File: config.mk
export PLATFORM = sky130hd
export DESIGN_NAME = openddr_cmd_sched
export DESIGN_NICKNAME = d
export VERILOG_FILES = /design/src/rtl/openddr_pkg.sv /design/src/rtl/openddr_bank_tracker.sv /design/src/rtl/openddr_cmd_sched.sv
export SDC_FILE = /design/constraint.sdc
export NUM_CORES = 1
export LEC_CHECK = 0
export CORE_UTILIZATION = 45
export CTS_CLUSTER_SIZE = 10
export DETAILED_ROUTE_END_ITERATION = 16
export PLACE_DENSITY = 0.73
export SLEW_MARGIN = 20
export SYNTH_ARGS = -nofsm -noshare
export SYNTH_HDL_FRONTEND = slang
export SYNTH_SLANG_ARGS = --single-unit
File: constraint.sdc
create_clock -name mck -period 12.2 [get_ports mck]
set_input_delay 1.83 -clock mck [delete_from_list [all_inputs] [get_ports mck]]
set_output_delay 1.83 -clock mck [all_outputs]
set_load 0.05 [all_outputs]
File: src/rtl/openddr_pkg.sv
// Shared types for the OpenDDR command scheduler.
//   sched_cmd_t   : command encoding driven on cmd_type
//   sched_state_t : scheduler FSM states
package openddr_pkg;

  typedef enum logic [2:0] {
    CMD_NOP  = 3'd0,
    CMD_ACT  = 3'd1,
    CMD_RD   = 3'd2,
    CMD_WR   = 3'd3,
    CMD_PRE  = 3'd4,
    CMD_PREA = 3'd5,
    CMD_REF  = 3'd6
  } sched_cmd_t;

  typedef enum logic [3:0] {
    ST_IDLE,
    ST_PRE,
    ST_PRE_WAIT,
    ST_ACT,
    ST_RCD_WAIT,
    ST_ACCESS,
    ST_REF_PREA,
    ST_REF_PREA_WAIT,
    ST_REF,
    ST_RFC_WAIT
  } sched_state_t;

  // Width of the shared FSM wait timer (covers T_RFC-1 up to 1022).
  localparam int TMR_W = 10;

endpackage

File: src/rtl/openddr_bank_tracker.sv
// Per-bank page state: open flag, open row and a saturating tRAS counter.
// Ports:
//   mck, mc_rst_b : clock, async active-low reset
//   act, act_row  : ACT is being registered for this bank (opens row, restarts tRAS)
//   close         : PRE/PREA/REF is being registered (bank closes)
//   is_open, row  : current page state
//   ras_ok        : a PRE registered now lands at least T_RAS cycles after the ACT
module openddr_bank_tracker #(
  parameter int ROW_WIDTH = 16,
  parameter int T_RAS     = 10
) (
  input  logic                 mck,
  input  logic                 mc_rst_b,
  input  logic                 act,
  input  logic [ROW_WIDTH-1:0] act_row,
  input  logic                 close,
  output logic                 is_open,
  output logic [ROW_WIDTH-1:0] row,
  output logic                 ras_ok
);

  localparam logic [7:0] RAS_SAT = 8'(T_RAS);

  logic [7:0] ras_cnt;

  // ras_cnt is 0 in the cycle the ACT is on the bus, so a PRE decided now
  // appears one cycle later: compare against T_RAS-1.
  assign ras_ok = (ras_cnt >= (RAS_SAT - 8'd1));

  always_ff @(posedge mck or negedge mc_rst_b) begin
    if (!mc_rst_b) begin
      is_open <= 1'b0;
      row     <= '0;
      ras_cnt <= '0;
    end else if (act) begin
      is_open <= 1'b1;
      row     <= act_row;
      ras_cnt <= '0;
    end else begin
      if (close) is_open <= 1'b0;
      if (ras_cnt != RAS_SAT) ras_cnt <= ras_cnt + 8'd1;
    end
  end

endmodule

File: src/rtl/openddr_cmd_sched.sv
// In-order DDR command scheduler with open-page policy and periodic refresh.
// Ports:
//   mck, mc_rst_b             : clock, async active-low reset
//   cfg_ref_en                : enables the refresh interval counter
//   req_*                     : request handshake and fields (bank/row/col, write)
//   cmd_valid/type/bank/addr  : registered single-cycle command strobe
//   ref_pending, ref_miss     : refresh owed / sticky missed-interval flag
//
// state            | meaning
// IDLE             | ready for a request, or starting refresh when one is owed
// PRE              | row conflict, waiting for tRAS of the target bank
// PRE_WAIT         | PRE issued, counting tRP
// ACT              | ACT on the bus, first cycle of tRCD
// RCD_WAIT         | counting remaining tRCD
// ACCESS           | RD/WR on the bus
// REF_PREA         | refresh owed, waiting for tRAS of every open bank
// REF_PREA_WAIT    | PREA issued, counting tRP
// REF              | REF on the bus
// RFC_WAIT         | counting tRFC
module openddr_cmd_sched
  import openddr_pkg::*;
#(
  parameter int NUM_BANKS = 8,
  parameter int ROW_WIDTH = 16,
  parameter int COL_WIDTH = 10,
  parameter int T_RCD     = 4,
  parameter int T_RP      = 4,
  parameter int T_RAS     = 10,
  parameter int T_RFC     = 52,
  parameter int T_REFI    = 1560
) (
  input  logic                         mck,
  input  logic                         mc_rst_b,
  input  logic                         cfg_ref_en,
  input  logic                         req_valid,
  output logic                         req_ready,
  input  logic                         req_write,
  input  logic [$clog2(NUM_BANKS)-1:0] req_bank,
  input  logic [ROW_WIDTH-1:0]         req_row,
  input  logic [COL_WIDTH-1:0]         req_col,
  output logic                         cmd_valid,
  output logic [2:0]                   cmd_type,
  output logic [$clog2(NUM_BANKS)-1:0] cmd_bank,
  output logic [ROW_WIDTH-1:0]         cmd_addr,
  output logic                         ref_pending,
  output logic                         ref_miss
);

  localparam int BW = $clog2(NUM_BANKS);
  localparam logic [TMR_W-1:0] RP_LD  = TMR_W'(T_RP - 1);
  localparam logic [TMR_W-1:0] RCD_LD = TMR_W'(T_RCD - 1);
  localparam logic [TMR_W-1:0] RFC_LD = TMR_W'(T_RFC - 1);
  localparam logic [15:0]      REFI_LAST = 16'(T_REFI - 1);

  sched_state_t         state;
  sched_cmd_t           issue;
  sched_cmd_t           cmd_q;
  logic [TMR_W-1:0]     tmr;
  logic [15:0]          ref_cnt;
  logic                 write_q;
  logic [BW-1:0]        bank_q;
  logic [ROW_WIDTH-1:0] row_q;
  logic [COL_WIDTH-1:0] col_q;

  logic [NUM_BANKS-1:0] b_open;
  logic [NUM_BANKS-1:0] b_ras_ok;
  logic [ROW_WIDTH-1:0] b_row [NUM_BANKS];

  logic                 idle, sel_write, sel_open, sel_hit, sel_ras_ok;
  logic                 any_open, all_ras_ok, wrap;
  logic [BW-1:0]        sel_bank;
  logic [ROW_WIDTH-1:0] sel_row;
  logic [COL_WIDTH-1:0] sel_col;

  // In IDLE the live request fields are used so a row hit can issue next cycle.
  assign idle       = (state == ST_IDLE);
  assign sel_bank   = idle ? req_bank  : bank_q;
  assign sel_row    = idle ? req_row   : row_q;
  assign sel_col    = idle ? req_col   : col_q;
  assign sel_write  = idle ? req_write : write_q;
  assign sel_open   = b_open[sel_bank];
  assign sel_hit    = sel_open && (b_row[sel_bank] == sel_row);
  assign sel_ras_ok = b_ras_ok[sel_bank];
  assign any_open   = |b_open;
  assign all_ras_ok = &(~b_open | b_ras_ok);

  assign req_ready  = mc_rst_b & idle & ~ref_pending;
  assign cmd_type   = cmd_q;

  // Command legal to register this cycle given state and bank timing.
  always_comb begin
    issue = CMD_NOP;
    unique case (state)
      ST_IDLE: begin
        if (ref_pending) begin
          if (!any_open)       issue = CMD_REF;
          else if (all_ras_ok) issue = CMD_PREA;
        end else if (req_valid) begin
          if (sel_hit)         issue = sel_write ? CMD_WR : CMD_RD;
          else if (!sel_open)  issue = CMD_ACT;
          else if (sel_ras_ok) issue = CMD_PRE;
        end
      end
      ST_PRE:                 if (sel_ras_ok)   issue = CMD_PRE;
      ST_PRE_WAIT:            if (tmr == '0)    issue = CMD_ACT;
      ST_ACT, ST_RCD_WAIT:    if (tmr == '0)    issue = sel_write ? CMD_WR : CMD_RD;
      ST_REF_PREA:            if (all_ras_ok)   issue = CMD_PREA;
      ST_REF_PREA_WAIT:       if (tmr == '0)    issue = CMD_REF;
      default:                issue = CMD_NOP;
    endcase
  end

  for (genvar g = 0; g < NUM_BANKS; g++) begin : g_bank
    openddr_bank_tracker #(
      .ROW_WIDTH(ROW_WIDTH),
      .T_RAS    (T_RAS)
    ) u_bank (
      .mck     (mck),
      .mc_rst_b(mc_rst_b),
      .act     ((issue == CMD_ACT) && (sel_bank == BW'(g))),
      .act_row (sel_row),
      .close   (((issue == CMD_PRE) && (sel_bank == BW'(g))) ||
                (issue == CMD_PREA) || (issue == CMD_REF)),
      .is_open (b_open[g]),
      .row     (b_row[g]),
      .ras_ok  (b_ras_ok[g])
    );
  end

  always_ff @(posedge mck or negedge mc_rst_b) begin
    if (!mc_rst_b) begin
      state     <= ST_IDLE;
      tmr       <= '0;
      write_q   <= 1'b0;
      bank_q    <= '0;
      row_q     <= '0;
      col_q     <= '0;
      cmd_valid <= 1'b0;
      cmd_q     <= CMD_NOP;
      cmd_bank  <= '0;
      cmd_addr  <= '0;
    end else begin
      cmd_valid <= (issue != CMD_NOP);
      cmd_q     <= issue;
      cmd_bank  <= (issue inside {CMD_ACT, CMD_RD, CMD_WR, CMD_PRE}) ? sel_bank : '0;
      case (issue)
        CMD_ACT:        cmd_addr <= sel_row;
        CMD_RD, CMD_WR: cmd_addr <= ROW_WIDTH'(sel_col);
        default:        cmd_addr <= '0;
      endcase

      case (state)
        ST_IDLE: begin
          if (ref_pending) begin
            if (issue == CMD_REF) begin
              state <= ST_REF;
            end else if (issue == CMD_PREA) begin
              state <= ST_REF_PREA_WAIT;
              tmr   <= RP_LD;
            end else begin
              state <= ST_REF_PREA;
            end
          end else if (req_valid) begin
            write_q <= req_write;
            bank_q  <= req_bank;
            row_q   <= req_row;
            col_q   <= req_col;
            case (issue)
              CMD_RD, CMD_WR: state <= ST_ACCESS;
              CMD_ACT: begin
                state <= ST_ACT;
                tmr   <= RCD_LD;
              end
              CMD_PRE: begin
                state <= ST_PRE_WAIT;
                tmr   <= RP_LD;
              end
              default: state <= ST_PRE;
            endcase
          end
        end
        ST_PRE: begin
          if (issue == CMD_PRE) begin
            state <= ST_PRE_WAIT;
            tmr   <= RP_LD;
          end
        end
        ST_PRE_WAIT: begin
          if (tmr == '0) begin
            state <= ST_ACT;
            tmr   <= RCD_LD;
          end else begin
            tmr <= tmr - TMR_W'(1);
          end
        end
        ST_ACT, ST_RCD_WAIT: begin
          if (tmr == '0) begin
            state <= ST_ACCESS;
          end else begin
            state <= ST_RCD_WAIT;
            tmr   <= tmr - TMR_W'(1);
          end
        end
        ST_ACCESS: state <= ST_IDLE;
        ST_REF_PREA: begin
          if (issue == CMD_PREA) begin
            state <= ST_REF_PREA_WAIT;
            tmr   <= RP_LD;
          end
        end
        ST_REF_PREA_WAIT: begin
          if (tmr == '0) state <= ST_REF;
          else           tmr   <= tmr - TMR_W'(1);
        end
        ST_REF: begin
          state <= ST_RFC_WAIT;
          tmr   <= RFC_LD;
        end
        ST_RFC_WAIT: begin
          if (tmr == '0) state <= ST_IDLE;
          else           tmr   <= tmr - TMR_W'(1);
        end
        default: state <= ST_IDLE;
      endcase
    end
  end

  // A wrap coinciding with the REF that consumes the previous interval
  // re-arms ref_pending without counting as a miss.
  assign wrap = cfg_ref_en && (ref_cnt == REFI_LAST);

  always_ff @(posedge mck or negedge mc_rst_b) begin
    if (!mc_rst_b) begin
      ref_cnt     <= '0;
      ref_pending <= 1'b0;
      ref_miss    <= 1'b0;
    end else begin
      if (cfg_ref_en) ref_cnt <= wrap ? '0 : ref_cnt + 16'd1;
      if (wrap)                      ref_pending <= 1'b1;
      else if (issue == CMD_REF)     ref_pending <= 1'b0;
      if (wrap && ref_pending && (issue != CMD_REF)) ref_miss <= 1'b1;
    end
  end

endmodule

==> results.md <==
- Pleak: 7.77 nW
- Final Net Count: 1,470
- CP peak stage delay: 730 ps
- Cells after Synth: 1,356
- Commonest non-fill, non-tap cell in the layout: dfrtp_1
- Tot GR Track Use: 21.1%
- PD cells: 114 nW/um^2
- Pin count of the biggest net entering global routing: 90
- Multi-input logic area: 6900 um^2
- Initial Utilization: 46.2%
- Vias in the first global route: 10,800
- Post-synthesis average cell area: 10.8 um^2
- Io pins: 60
- H-tree Lvls: 2
- Post-Syn Area: 14,700 um^2
- Crit-path cells: clkdlybuf4s50_1, buf_4, nor2_1, mux2i_4, buf_4, o221ai_1, o22ai_1, xnor2_1, nor4_2, nand4_2, a21oi_4, nand3_4, nor3_4, buf_4, mux2_2
- Hold endpoint: g_bank[6].u_bank.row[11]
- Crit Path Max Fanout: 42
- Commonest cells after routing, fill and taps aside: dfrtp_1, mux2_2, nor2_1, nand2_1, inv_1
- TritonCTS clock tree: built
- FILL cells: 2,698
- Area delta synth->final: 13.2%
- Warnings from Yosys: 0
- Cell mode on critical path: buf_4
- Max frequency: 0.151 GHz
- Setup violators final: 0
- Async SR Flop Fraction: 100%
- First-pass detailed-route iteration total: 9
- Fin crit period: 6640 ps
- Hold_buf cts: 0
- CP required: 12,590 ps
- Hold/Removal Path Class: flop to flop
- Initial antenna violation count: 1
- Final Hold Vio Count: 0
- Finished Cell Area: 16,600 um^2
- Place WS: 4830 ps
- Core box area: 31,800 um^2
- Rel. slew slack: 33.5%
- Hold Path Stages: 1
- Worst-Skew Late Latency: 510 ps
- Worst R2R Start: state[0]
- Count of final max-slew check failures: 0
- VDD IR max: 0.0856 mV
- Top_reg_cell synth: dfrtp_1
- Kind of critical path: input pin to flop
- Placed instance area: 15,600 um^2
- Outcome: finished, final reports clean
- CTS root buf: clkbuf_16
- Detailed Place HPWL: 21.9 mm
- Global-route wire length before repair: 56.6 mm
- Postcts setup bufs: 0
- Clock Sinks: 285
- Worst r2r dst: g_bank[7].u_bank.row[10]
- # resized after CTS: 0
- Final Skew: 14.5 ps
- Worst Max-Slew Pin Slew: 996 ps
- Slowest cell on crit path: nor3_4
- GR Overflow Total: 0
- Post-route ant nets: 0
- Layout cell share with drive strength beyond 1: 14.9%
- Register area share after synthesis: 48.6%
- Maxcap violations: 0
- Worst r2r path cells: 13
- RSZ-0062 raised after global routing: false
- Critical Path Start Type: input pin
- Drt initial violations: 857
- WL per Instance: 18.6 um
- DR vias: 10,600
- GPL Wtd Cong: 0.880
- Period utilization: 54.4%
- Row count: 65
- Clock Tree Buf Depth: 3
- Die height: 183 um
- Total Wirelength: 34.3 mm
- Via density: 5.76
- Drc violations: 0
- Netlist cell types: 69
- Post-Route Utilization: 52.2%
- CTS buffer count: 34
- Worst-path clk slew: 50 ps
- Worst setup margin: 5560 ps
- Synthesized netlist net count: 1,424
- Setup TNS: 0 ps
- Hold Startpoint: g_bank[6].u_bank.row[11]
- Worst setup EP type: flop
- EDFF count, synth: 0
- FF+latch count, synth: 285
- Internal reg-to-reg setup slack: 6040 ps
- Arrival @ worst endpoint: 7030 ps
- PortBufs: 59
- Die Footprint: 33,300 um^2
- Antenna cells: 0
- DIE WIDTH: 183 um
- Register area: 7130 um^2
-- synthesized netlist by cell type (all sizes together) (4+ instances only) --
cell    number  share of area [%]
nand2       88                2.3
xnor2       32                1.9
nor2        95                2.4
xor2        47                2.8
or4         10               0.51
and2         7               0.30
o22ai       29                1.2
mux2i       44                3.4
a31oi        8               0.34
nand2b       8               0.34
nor3        42                1.9
nand3       53                1.9
and3        18               0.77
ha          34                2.9
inv         85                2.2
a21o         4               0.20
a22oi        5               0.26
a211oi      69                3.5
or3b         9               0.54
o221ai      34                2.0
clkbuf      40                1.0
buf         31                1.4
o21ai       21               0.74
a31o         8               0.48
nand4        6               0.30
dfrtp      285                 49
mux2       143                 11
a21oi       37                1.3
nor4         7               0.51
nor2b       17               0.72
or3          6               0.26
-- power breakdown --
group          total (mW)  internal (mW)  switching (mW)
Combinational      0.0526         0.0202          0.0324
Sequential          0.964          0.955         0.00940
Clock               0.875          0.506           0.368
-- cell families (layout without fill, tap and decap cells) --
group                    count (synthesis)  in the layout  share of synthesized area, %
buffers and inverters                  156            206                          4.63
multiplexers                           187            187                          14.3
flip-flops                             285            285                          48.6
XOR/XNOR                                79             79                          4.71
AO/OA/AOI/OAI                          240            240                          11.6
AND/OR/NAND/NOR                        375            375                          13.2
adder cells (fa/ha/maj)                 34             34                          2.90
-- layout make-up --
class | count | share of cell area [%]
clock buffers | 38 | 5.27
clock inverters | 2 | 0.218
inverters | 85 | 1.92
multi-input cells | 915 | 41.6
flip-flops and latches | 285 | 42.9
well taps | 435 | 3.28
repair buffers | 81 | 4.82
-- worst max-delay path, delay by kind of cell --
kind	cells	cell delay (ps)
XOR/XNOR	1	110
multiplexers	2	520
AO/OA/AOI/OAI	3	810
AND/OR/NAND/NOR	5	2050
buffers and inverters	4	1660
-- stage by stage --
step	std cells	hold WS (ps)	power, mW
6_report	1841	484	1.89
5_1_grt	1841	500	1.95
4_1_cts	1839	478	1.91
3_5_place_dp	1799	468	1.03
3_3_place_gp	1799	457	1.03
2_1_floorplan	1356	440	0.996
-- flip-flops by register name, summed over array words and instances (netlist names), 4 cells and up --
register,flops
g_bank.u_bank.row,128
g_bank.u_bank.ras_cnt,64
cmd_addr,16
ref_cnt,16
row_q,16
col_q,10
tmr,10
g_bank.u_bank.is_open,8
state,4
-- routing by layer --
layer / vias up / track usage [%] / share of wire [%]
met1: 5350 / 28.5 / 45
met2: 287 / 35.0 / 48
met5: - / 0 / 0.029
li1: 4916 / - / -
met3: 58 / 3.41 / 4.8
met4: 2 / 6.49 / 2.3
-- how the worst max path moves through the flow --
stage           startpoint                       end
5_1_grt        req_bank[0]  g_bank[7].u_bank.row[12]
6_report       req_bank[0]  g_bank[7].u_bank.row[10]
2_1_floorplan  req_bank[0]  g_bank[6].u_bank.row[12]
4_1_cts        req_bank[0]  g_bank[7].u_bank.row[10]
3_3_place_gp   req_bank[0]  g_bank[7].u_bank.row[13]
3_5_place_dp   req_bank[0]  g_bank[7].u_bank.row[12]
Power figures use the tool's default switching activity.
